<file path="src/rtl/afifo_buf2.sv">
// Two-entry circular register buffer: push at tail, pop at head, head word and
// occupancy count exposed directly from registers.
module afifo_buf2 #(
  parameter int DSIZE = 8
) (
  input  logic             clk,
  input  logic             rst_n,
  input  logic             push,
  input  logic [DSIZE-1:0] wdata,
  input  logic             pop,
  output logic [DSIZE-1:0] head_data,
  output logic [1:0]       count
);

  logic             head_q, head_d;
  logic             tail_q, tail_d;
  logic [1:0]       count_q, count_d;
  logic [DSIZE-1:0] ent0_q, ent0_d;
  logic [DSIZE-1:0] ent1_q, ent1_d;

  always_comb begin
    head_d  = head_q;
    tail_d  = tail_q;
    ent0_d  = ent0_q;
    ent1_d  = ent1_q;
    count_d = count_q + {1'b0, push} - {1'b0, pop};
    if (push) begin
      if (tail_q) ent1_d = wdata;
      else        ent0_d = wdata;
      tail_d = ~tail_q;
    end
    if (pop) head_d = ~head_q;
  end

  always_ff @(posedge clk or negedge rst_n) begin
    if (!rst_n) begin
      head_q  <= 1'b0;
      tail_q  <= 1'b0;
      count_q <= 2'd0;
      ent0_q  <= '0;
      ent1_q  <= '0;
    end else begin
      head_q  <= head_d;
      tail_q  <= tail_d;
      count_q <= count_d;
      ent0_q  <= ent0_d;
      ent1_q  <= ent1_d;
    end
  end

  // No bypass: a word pushed this cycle becomes visible only from the next cycle.
  assign head_data = head_q ? ent1_q : ent0_q;
  assign count     = count_q;

endmodule

</file>
<file path="src/rtl/afifo_rd_fwft.sv">
// Read-side FWFT output stage of the async FIFO: issues ren against a 2-credit
// budget, captures one-cycle-latency RAM data and presents a valid/ready stream.
module afifo_rd_fwft #(
  parameter int DSIZE = 8
) (
  input  logic             rclk,
  input  logic             rrst_n,
  input  logic             empty,
  output logic             ren,
  input  logic [DSIZE-1:0] rdata,
  output logic             m_valid,
  input  logic             m_ready,
  output logic [DSIZE-1:0] m_data,
  output logic [1:0]       level
);

  logic       inflight_q, inflight_d;
  logic [1:0] occ;
  logic       pop;
  logic [2:0] free;

  assign m_valid = (occ != 2'd0);
  assign pop     = m_valid & m_ready;

  // occ + inflight never exceeds 2, so this cannot underflow. Counting the
  // current pop as a credit is what lets ren stay high every cycle while
  // m_ready holds; the m_ready -> ren combinational path is deliberate.
  always_comb begin
    free       = 3'd2 - {1'b0, occ} - {2'b00, inflight_q} + {2'b00, pop};
    ren        = ~empty & (free != 3'd0);
    inflight_d = ren;
  end

  always_ff @(posedge rclk or negedge rrst_n) begin
    if (!rrst_n) inflight_q <= 1'b0;
    else         inflight_q <= inflight_d;
  end

  afifo_buf2 #(.DSIZE(DSIZE)) u_buf (
    .clk       (rclk),
    .rst_n     (rrst_n),
    .push      (inflight_q),
    .wdata     (rdata),
    .pop       (pop),
    .head_data (m_data),
    .count     (occ)
  );

  assign level = occ;

endmodule

</file>
<file path="config.mk">
export PLATFORM = sky130hd
export DESIGN_NAME = afifo_rd_fwft
export DESIGN_NICKNAME = d
export VERILOG_FILES = /design/src/rtl/afifo_buf2.sv /design/src/rtl/afifo_rd_fwft.sv
export SDC_FILE = /design/constraint.sdc
export NUM_CORES = 1
export LEC_CHECK = 0
export ABC_AREA = 1
export BUFFER_PORTS_ARGS = -buffer_cell sky130_fd_sc_hd__buf_4
export CORE_AREA = 2 2 50 76
export CTS_CLUSTER_SIZE = 25
export DETAILED_ROUTE_END_ITERATION = 10
export DIE_AREA = 0 0 52 78
export HOLD_SLACK_MARGIN = 0.02
export PLACE_DENSITY = 0.5
export SYNTH_ARGS = -nofsm -noshare
export SYNTH_HDL_FRONTEND = slang
export SYNTH_SLANG_ARGS = --single-unit
</file>
<file path="constraint.sdc">
create_clock -name rclk -period 3 [get_ports rclk]
set_input_delay 0.6 -clock rclk [delete_from_list [all_inputs] [get_ports rclk]]
set_output_delay 0.6 -clock rclk [all_outputs]
set_load 0.1 [all_outputs]
</file>
==> metrics <==
Reg clk slew, reported paths=80 ps; Setup Crit Path Kind=flip-flop to output port; commonest cells after routing, fill and taps aside=nand2_1 (49), buf_4 (23), dfrtp_1 (19); CP Max Fanout=4; # clock sinks=21; fin. max-slew vios=0; num ports=24; TNS Setup=0 ps; type of origin of the critical path=flip-flop; HPWL Detailed=1.46 mm; P&R area growth vs syn=25.4%; htree depth=1; Post-synth ARST share=1.00; CTS Hold Bufs=0; share of post-route cells with drive strength above 1=0.371; Avg WL per Cell=11.3 um; post-synthesis mux area share=0; largest family of logic cells by synthesized area=simple AND/OR/NAND/NOR gates; unique cell type count in the Yosys netlist=14; leading area contributor after synthesis=dfrtp_1; CTS buffer count=3; Tightest Pin Transition=434 ps; relative slew slack=0.709; clk_lat worst skew=260 ps; final setup fails=0; Max Cap Viol=0; TritonRoute pass-1 iters=4; Iteration-0 DRC Markers=46; gr usage total=0.112; largest net degree at the start of global routing=22; Mapped Area=1050 sq um; num rows=26; Synthesized Nets=135; GRT Residual Overflow=0; die area=4060 sq um; via count of the routed design=795; worst hold path type=input pin to async pin; Placer Congestion=0.712; initial antenna violation count=0; Via density=4.30; Multi-input gate area=442 sq um; Synth Area in Simple Gates=0.210; IO Port Bufs=23; Max Root-Sink Buffers=2; Setup crit end kind=output port; Req. time, crit path=2400 ps; Synth Area in Adders=0.0550; # diodes=0; first-pass GRT wire length=3.38 mm; Nets=160; post-synth top area share=0.502; vias in the first global route=746; postcts setup bufs=0; status=finished clean; Final period util=0.922; cts repair resizes=0; CTS tree=built; crit path DAT=2170 ps; Syn Inst Count=119; synthesized area per cell=8.80 sq um; # DRC=0; Register Area=533 sq um; most common cell after layout, fill and taps aside=nand2_1; Die Height=78 um; Synth Area in Compound Gates=0.139; Post-synth EDFFs=0; YS warnings=0; Initial Util=0.313; core area=3350 sq um; final WL=2.08 mm; Final Hold Viols=0; root buffer cell=clkbuf_8; ANT nets after route=0; Final Critical Period=2770 ps; Main synth FF type=dfrtp_1; largest cells by area after synthesis=dfrtp_1 (50%), nand2_1 (18%), o21ai_2 (13%); Clock Skew=3.08 ps; Filler Cells Inserted=343; Fmax achieved=0.362 GHz; xor and xnor area share after synthesis=0; Die X=52 um; Synth Register Bits=21; Seq/Total Area, Yosys=0.502; RSZ-0062 raised after global routing=no
==> registers in the layout, summed over array words and instances, names as in the netlist <==
register,flops
u_buf.count,2
u_buf.ent0_q,8
u_buf.head_q,1
u_buf.ent1_q,8
u_buf.tail_q,1
inflight_q,1
==> cell families (layout without fill, tap and decap cells) <==
group / after synthesis / count (layout)
buf+inv: 21 / 45
fa+ha+maj: 4 / 4
simple gates: 56 / 56
flops: 21 / 21
compound gates: 17 / 17
==> synthesized netlist by cell type (2+ instances only) <==
master and instances:
nand2_2 3, nand3_1 2, inv_2 3, dfrtp_1 21, o21ai_2 16, ha_1 3, inv_1 15, nand2_1 50
==> final timing paths <==
path                                       from              end  slack, ps  cells past startpoint
worst max-delay path             u_buf.count[1]              ren        230                      9
worst min-delay path                     rrst_n   u_buf.count[0]        210                      1
worst max register to register   u_buf.count[1]       inflight_q       1320                      8
worst min register to register  u_buf.ent1_q[6]  u_buf.ent1_q[6]        480                      2
max in group asynchronous                rrst_n   u_buf.count[1]       2530                      1
min in group rclk               u_buf.ent1_q[6]  u_buf.ent1_q[6]        480                      2
==> per-stage QoR <==
stage	instances	utilization	worst slack (ps)	cell area (sq um)	hold WS, ps
3_5_place_dp	181	0.378	456	1270	468
6_report	185	0.392	235	1310	214
2_1_floorplan	119	-	1.83	1070	304
4_1_cts	185	0.392	215	1310	222
3_3_place_gp	181	0.378	463	1270	465
5_1_grt	185	0.392	111	1310	223
==> per-layer routing <==
layer	global-route usage	routed length [um]	up-vias
met2	0.194	1070	18
met5	0	0	-
met4	0.0474	16	0
li1	-	-	406
met3	0.0173	75	2
met1	0.134	921	369
==> worst max-delay path: stages (launching register included) <==
cell and delay [ps]:
dfrtp_4 500, inv_1 120, nand2_4 60, nand2_1 80
inv_1 70, fa_1 350, inv_1 60, ha_1 240
a21oi_4 130, buf_4 300
==> layout make-up <==
type / count / area share
clock inverters: 1 / 0.00381
flip-flops and latches: 21 / 0.406
repair buffers: 23 / 0.131
clock buffers: 3 / 0.0314
well taps: 42 / 0.0400
inverters: 18 / 0.0514
multi-input cells: 77 / 0.336
Power is left out: the tool's default activity adds up to more than one toggle a clock period on the data nets, which glitch-free logic cannot reach.
